File: src/rtl/cos_coprocessor.sv
// Iterative CORDIC cosine responder for the coprocessor opcode; freezes ID/EX while computing.
// Optional quadrant folding to [-pi, pi] is built when COS_RANGE_FOLD_EN is defined.
module cos_coprocessor #(
    parameter int ITER = 16
) (
    input  logic        clk,
    input  logic        rst,
    input  logic        start,
    input  logic        abort,
    input  logic [31:0] angle,
    input  logic [4:0]  dest_in,
    output logic        freez,
    output logic        busy,
    output logic        wb_en,
    output logic [4:0]  wb_dest,
    output logic [31:0] wb_data,
    output logic        err
);

    typedef enum logic [1:0] {
        S_IDLE = 2'd0,
        S_LOAD = 2'd1,
        S_ITER = 2'd2,
        S_DONE = 2'd3
    } state_t;

    localparam logic signed [31:0] CORDIC_K = 32'sh136E9DB5;
    localparam logic signed [31:0] PI       = 32'sh6487ED51;
    localparam logic signed [31:0] HALF_PI  = 32'sh3243F6A9;
    localparam logic signed [31:0] NEG_PI   = -PI;
    localparam logic signed [31:0] NEG_HALF = -HALF_PI;
    localparam logic [4:0]         LAST_I   = 5'(ITER - 1);

    // round(atan(2^-i) * 2^29); beyond i = 9 the value is exactly 2^(29-i) after rounding
    function automatic logic signed [31:0] atan_lut(input logic [4:0] idx);
        case (idx)
            5'd0:    atan_lut = 32'sd421657428;
            5'd1:    atan_lut = 32'sd248918915;
            5'd2:    atan_lut = 32'sd131521918;
            5'd3:    atan_lut = 32'sd66762579;
            5'd4:    atan_lut = 32'sd33510843;
            5'd5:    atan_lut = 32'sd16771758;
            5'd6:    atan_lut = 32'sd8387925;
            5'd7:    atan_lut = 32'sd4194219;
            5'd8:    atan_lut = 32'sd2097141;
            5'd9:    atan_lut = 32'sd1048575;
            default: atan_lut = $signed(32'd1 << (5'd29 - idx));
        endcase
    endfunction

    state_t             state_q;
    logic signed [31:0] angle_q;
    logic [4:0]         dest_q;
    logic signed [31:0] x_q, y_q, z_q;
    logic [4:0]         i_q;
    logic               neg_q;
    logic               wb_en_q;
    logic               err_q;
    logic [4:0]         wb_dest_q;
    logic [31:0]        wb_data_q;

    logic signed [31:0] x_sh, y_sh, atan_v;
    logic signed [31:0] x_d, y_d, z_d, res_d;
    logic               dir;
    logic signed [31:0] folded;
    logic               fold;
    logic               out_rng;

    always_comb begin
        x_sh   = x_q >>> i_q;
        y_sh   = y_q >>> i_q;
        atan_v = atan_lut(i_q);
        dir    = ~z_q[31];
        x_d    = dir ? (x_q - y_sh) : (x_q + y_sh);
        y_d    = dir ? (y_q + x_sh) : (y_q - x_sh);
        z_d    = dir ? (z_q - atan_v) : (z_q + atan_v);
        res_d  = neg_q ? -x_d : x_d;
    end

`ifdef COS_RANGE_FOLD_EN
    // Reflect |theta| > pi/2 about +-pi/2 so CORDIC only sees its convergent range
    always_comb begin
        out_rng = (angle_q > PI) || (angle_q < NEG_PI);
        fold    = 1'b0;
        folded  = angle_q;
        if (angle_q > HALF_PI) begin
            fold   = 1'b1;
            folded = PI - angle_q;
        end else if (angle_q < NEG_HALF) begin
            fold   = 1'b1;
            folded = NEG_PI - angle_q;
        end
    end
`else
    always_comb begin
        out_rng = (angle_q > HALF_PI) || (angle_q < NEG_HALF);
        fold    = 1'b0;
        folded  = angle_q;
    end
`endif

    always_ff @(posedge clk or negedge rst) begin
        if (!rst) begin
            state_q   <= S_IDLE;
            angle_q   <= '0;
            dest_q    <= '0;
            x_q       <= '0;
            y_q       <= '0;
            z_q       <= '0;
            i_q       <= '0;
            neg_q     <= 1'b0;
            wb_en_q   <= 1'b0;
            err_q     <= 1'b0;
            wb_dest_q <= '0;
            wb_data_q <= '0;
        end else if (abort) begin
            state_q <= S_IDLE;
            wb_en_q <= 1'b0;
            err_q   <= 1'b0;
        end else begin
            case (state_q)
                S_IDLE: begin
                    wb_en_q <= 1'b0;
                    err_q   <= 1'b0;
                    if (start) begin
                        angle_q <= $signed(angle);
                        dest_q  <= dest_in;
                        state_q <= S_LOAD;
                    end
                end
                S_LOAD: begin
                    x_q   <= CORDIC_K;
                    y_q   <= '0;
                    z_q   <= folded;
                    neg_q <= fold;
                    i_q   <= '0;
                    if (out_rng) begin
                        state_q   <= S_DONE;
                        wb_en_q   <= 1'b1;
                        err_q     <= 1'b1;
                        wb_data_q <= '0;
                        wb_dest_q <= dest_q;
                    end else begin
                        state_q <= S_ITER;
                    end
                end
                S_ITER: begin
                    x_q <= x_d;
                    y_q <= y_d;
                    z_q <= z_d;
                    if (i_q == LAST_I) begin
                        state_q   <= S_DONE;
                        wb_en_q   <= 1'b1;
                        err_q     <= 1'b0;
                        wb_data_q <= res_d;
                        wb_dest_q <= dest_q;
                    end else begin
                        i_q <= i_q + 5'd1;
                    end
                end
                default: begin
                    // DONE: the instruction is still in ID/EX, so start is ignored here
                    state_q <= S_IDLE;
                    wb_en_q <= 1'b0;
                    err_q   <= 1'b0;
                end
            endcase
        end
    end

    assign freez   = ((state_q == S_IDLE) && start && !abort)
                   || (state_q == S_LOAD) || (state_q == S_ITER);
    assign busy    = (state_q != S_IDLE);
    assign wb_en   = wb_en_q;
    assign err     = err_q;
    assign wb_dest = wb_dest_q;
    assign wb_data = wb_data_q;

endmodule

File: config.mk
export PLATFORM = sky130hd
export DESIGN_NAME = cos_coprocessor
export DESIGN_NICKNAME = d
export VERILOG_FILES = /design/src/rtl/cos_coprocessor.sv
export SDC_FILE = /design/constraint.sdc
export NUM_CORES = 1
export LEC_CHECK = 0
export BUFFER_PORTS_ARGS = -buffer_cell sky130_fd_sc_hd__buf_4
export CORE_UTILIZATION = 40
export CTS_BUF_LIST = sky130_fd_sc_hd__clkbuf_8
export DETAILED_ROUTE_END_ITERATION = 12
export PLACE_DENSITY_LB_ADDON = 0.05
export SYNTH_ARGS = -nofsm -noshare
export SYNTH_HDL_FRONTEND = slang
export SYNTH_SLANG_ARGS = --single-unit
File: constraint.sdc
create_clock -name clk -period 14.5 [get_ports clk]
set_clock_uncertainty 0.05 [all_clocks]
set_input_delay 2.175 -clock clk [delete_from_list [all_inputs] [get_ports clk]]
set_output_delay 2.175 -clock clk [all_outputs]
set_load 0.02 [all_outputs]
Word-level counts from Yosys, hierarchy flattened. Index checks and enable logic that the tools add are counted.

Add/subtract/negate cells: 8. $lt $le $gt $ge: 2. Eq/ne operators: 18. Shifts and indexed selects: 3. Multiplexer cells: 27. Bitwise gates (word level): 1. Reductions and logical operators: 16.

Operators with widths (number): $pmux 32 s10 (1); $pmux 32 s2 (4); $mux 32 (5); $add 32x32->32 (3); $sub 32x32->32 (3); $sshr 32x5->32 (2); $gt 32x31->1 const B (1); $lt 32x31->1 const B (1); $shl 1x5->32 const A (1); $eq 5x3->1 const B (4); $pmux 5 s2 (2); $eq 5x4->1 const B (3); $mux 5 (3); $eq 5x2->1 const B (2); $ne 3x3->1 const B (3); $mux 1 (6); $mux 2 (3); $ne 2x2->1 const B (3); $pmux 2 s3 (1); $reduce_and 2->1 (3); $reduce_and 3->1 (2); $add 5x1->5 const B (1); $eq 5x1->1 const B (1); $logic_not 5->1 (1); other kinds (11) (16).

Bits in registers: 179. Input port bits: 41. Word-level logic and storage cells: 86.

Longest topological paths before layout.
Depth after elaboration: 6. Depth in mapped cells: 29.

Worst setup path before layout. No wires, ideal clock.

Kind: register -> register. Start: reg i_q[0]. End: reg y_q[31]. Library setup time: 126 ps. Arrival time: 5737 ps. Data required time: 14324 ps. Path slack: 8587 ps. Cell stages (with the launch flop): 27. Buffers on the path: 3. Clock period less this slack: 5913 ps. Cell sequence: dfrtp_1 buf_6 buf_6 inv_2 buf_1 mux2_2 a2111o_1 and2_1 inv_1 ha_1 inv_1 nor4_2 nand3_1 nor3_1 a2bb2oi_1 o21a_1 ha_1 o21ai_0 o21bai_1 a211o_1 a221oi_1 a21oi_1 o31a_1 o21ai_0 xnor2_1 nor2_1 a221o_1.

Cells in the longest elaborated chain, start to end: 4. Elaborated cells on any way between the ends: 5.

Ends and longest elaborated chain: start, declared (line 55) `logic [4:0] i_q;`; start signal, assigned (line 158) `i_q <= i_q + 5'd1;`; $sshr 32x5->32 (*) (line 70) `x_sh = x_q >>> i_q;`; $add 32x32->32 / $sub 32x32->32 (equally long branches) (line 75) `y_d = dir ? (y_q + x_sh) : (y_q - x_sh);`; $mux 32 (*) (line 75); $pmux 32 s2 (*) (line 121) `case (state_q)`; end signal, assigned (line 149) `y_q <= y_d;`; end, declared (line 54) `logic signed [31:0] x_q, y_q, z_q;`.

Mark *: on every way between the ends. The rest lies on a longest branch, timed or not. A chain may end at the register's enable or synchronous reset.

Worst setup path after layout.
Start: reg i_q[1]. End: reg y_q[31].

The elaborated chain is that of the path after synthesis.

==> results.json <==
{
  "status": "complete, no violations",
  "clk_path_buf_depth": 2,
  "end_kind": "register",
  "dr.pass1.iters": 8,
  "drtIter0Drc": 1410,
  "slew_headroom": 0.2329,
  "num_io_pins": 82,
  "synth_seq_cells": 179,
  "wl_um": 67170,
  "die_x_um": 222.7,
  "grtUsageTotal": 0.2744,
  "post-route-min-period_ns": 7.632,
  "die_h_um": 222.7,
  "gr-total-overflow": 0,
  "cp_max_fo": 79,
  "num_rows": 80,
  "cts.sinks": 179,
  "holdBufCountCts": 0,
  "timing.final.hold_violations": 0,
  "ys.flop_type": "dfrtp_1",
  "ys_types": 96,
  "cts_buffers": 17,
  "hold_path_class": "register to register",
  "max_freq_mhz": 131.0,
  "crit_type": "register to register",
  "ctsResizeCount": 0,
  "grt_pass1_wl_um": 105400,
  "yosysWarnings": 0,
  "area.growth.synth_to_final_pct": 7.156,
  "cts_tree": "built",
  "dr_total_vias": 18150,
  "syn_inst": 2272,
  "maxCapViolations": 0,
  "worstSkewPairLatency_ns": 0.59,
  "grt_max_degree": 80,
  "place_hpwl_um": 50060,
  "drive_gt1_frac": 0.1417,
  "rsz0062_at_grt": "no",
  "synth-edff-count": 0,
  "syn_avg_cell_area_um2": 8.573,
  "via_per_inst": 6.286,
  "syn-num-nets": 2431,
  "synth-async-reset-ratio": 1.000,
  "start_util": 0.4071,
  "post_cts_buffers": 0,
  "cts.clk_slew.worst_paths_ns": 0.13,
  "io_buffers": 81,
  "final_common_cell": "nand2_1",
  "root_buffer": "clkbuf_8",
  "synth_seq_area_share": 0.2300,
  "ant_nets": 0,
  "htree_levels": 4,
  "first_global_vias": 17740,
  "fin_ws_ns": 6.868,
  "routedWlPerCell_um": 23.26,
  "fillerInstances": 4797,
  "netlist_area_um2": 19480,
  "start_kind": "register",
  "critPathRequiredTime_ns": 14.93,
  "antenna_found_initial": 2,
  "gp_congestion": 0.9748,
  "setup_viol": 0,
  "layout_common_cells": "nand2_1, dfrtp_1, a21oi_1, o21ai_0, nor2_1",
  "tns_ns": 0,
  "core_um2": 47850,
  "drcViolationCount": 0,
  "die_area_um2": 49580,
  "layout.nets": 2418,
  "tightest_slew_ns": 1.122,
  "slew_violations": 0,
  "worst_ep_arrival_time_ns": 8.06,
  "post-place-ws_ns": 6.939,
  "timing.final.crit_share": 0.5264
}
## final cells by class
type	instances	area, um2	share of cell area
inverter	51	191.4	0.009172
antenna	1	2.502	0.0001199
clock inverter	15	211.5	0.01013
clock buffer	17	234.0	0.01121
tap	615	769.5	0.03687
timing repair buffer	107	809.5	0.03878
multi-input combinational	1903	14160	0.6784
sequential	179	4494	0.2153
## layer usage
layer  track usage  vias up  share of wire
met2        0.4334      609           0.46
met3       0.04602      130          0.058
met4        0.1115        0          0.034
li1              -     8486              -
met5             0        -              0
met1        0.3713     8929           0.45
## worst max-delay path, stage by stage, from the launching register on
cell and delay (ns):
dfrtp_4 0.77, buf_4 0.91, mux4_2 0.64, mux2i_1 0.23, mux2i_1 0.12, a21oi_1 0.55
nand4b_2 0.31, nor4_2 0.49, nand3_1 0.27, nor3_1 0.29, a2bb2oi_1 0.21, o21a_1 0.14
ha_1 0.28, o21ai_0 0.18, o21bai_1 0.08, a211o_1 0.29, a221oi_1 0.39, a21oi_1 0.18
o31a_1 0.34, o21ai_0 0.24, xnor2_1 0.18, nor2_1 0.06, a221o_1 0.25
## logic make-up after synthesis
kind of cell,share of synthesized area
buffers and inverters,0.04413
adders and majority gates,0.07695
DFF,0.2300
muxes,0.1711
xor gates and xnor gates,0.07548
AOI/OAI and AO/OA,0.2346
and+or+nand+nor,0.1678
## sequential cells by signal, summed over array words and instances, names as in the netlist
name     cells
y_q         32
state_q      2
wb_dest      5
err          1
wb_en        1
wb_data     32
i_q          5
angle_q     32
x_q         32
z_q         32
dest_q       5
## synth_stat cells, drive strengths merged, types with 14 or more instances
cell / count / area, um2
a211o: 14 / 122.6
nand2b: 23 / 143.9
nor3: 51 / 265.3
a211oi: 27 / 207.7
and2: 17 / 107.6
nor4: 14 / 108.9
mux2: 66 / 743.2
and3: 28 / 175.2
or2: 14 / 87.59
a21o: 60 / 450.4
dfrtp: 179 / 4479
nor2: 160 / 600.6
o21ai: 166 / 830.8
nand3: 45 / 225.2
nor2b: 18 / 112.6
mux4: 72 / 1659
o211ai: 14 / 105.1
mux2i: 93 / 930.9
o21bai: 18 / 135.1
buf: 69 / 405.4
inv: 51 / 191.4
clkbuf: 70 / 262.8
o22ai: 24 / 150.1
ha: 115 / 1439
nand2: 258 / 968.4
a21oi: 165 / 825.8
o21a: 19 / 142.6
xor2: 71 / 621.9
xnor2: 96 / 848.3
a31oi: 46 / 294.0
o31ai: 16 / 120.1
o22a: 17 / 148.9
## final timing paths
path                             from          to  slack (ns)  depth (start not counted)
setup / recovery               i_q[1]     y_q[31]        6.87                         22
hold / removal             wb_data[6]  wb_data[6]        0.44                          2
setup reg to reg               i_q[1]     y_q[31]        6.87                         22
min in group asynchronous         rst  wb_data[1]        1.52                          1
hold reg to reg            wb_data[6]  wb_data[6]        0.44                          2
max in group asynchronous         rst      i_q[0]       10.91                          3
## per-stage QoR
stage | util | std cells | cell area, um2 | hold WS, ns
after detailed placement | 0.4269 | 2855 | 20420 | 0.4221
final | 0.4362 | 2888 | 20870 | 0.4421
after global placement | 0.4269 | 2855 | 20420 | 0.4140
after global routing | 0.4362 | 2888 | 20870 | 0.4689
after floorplan | - | 2272 | 19480 | 0.4063
after CTS | 0.4362 | 2887 | 20870 | 0.4478
Power is not shown: default switching activity piles up to over one toggle a cycle in this logic, so the estimate is an artifact.
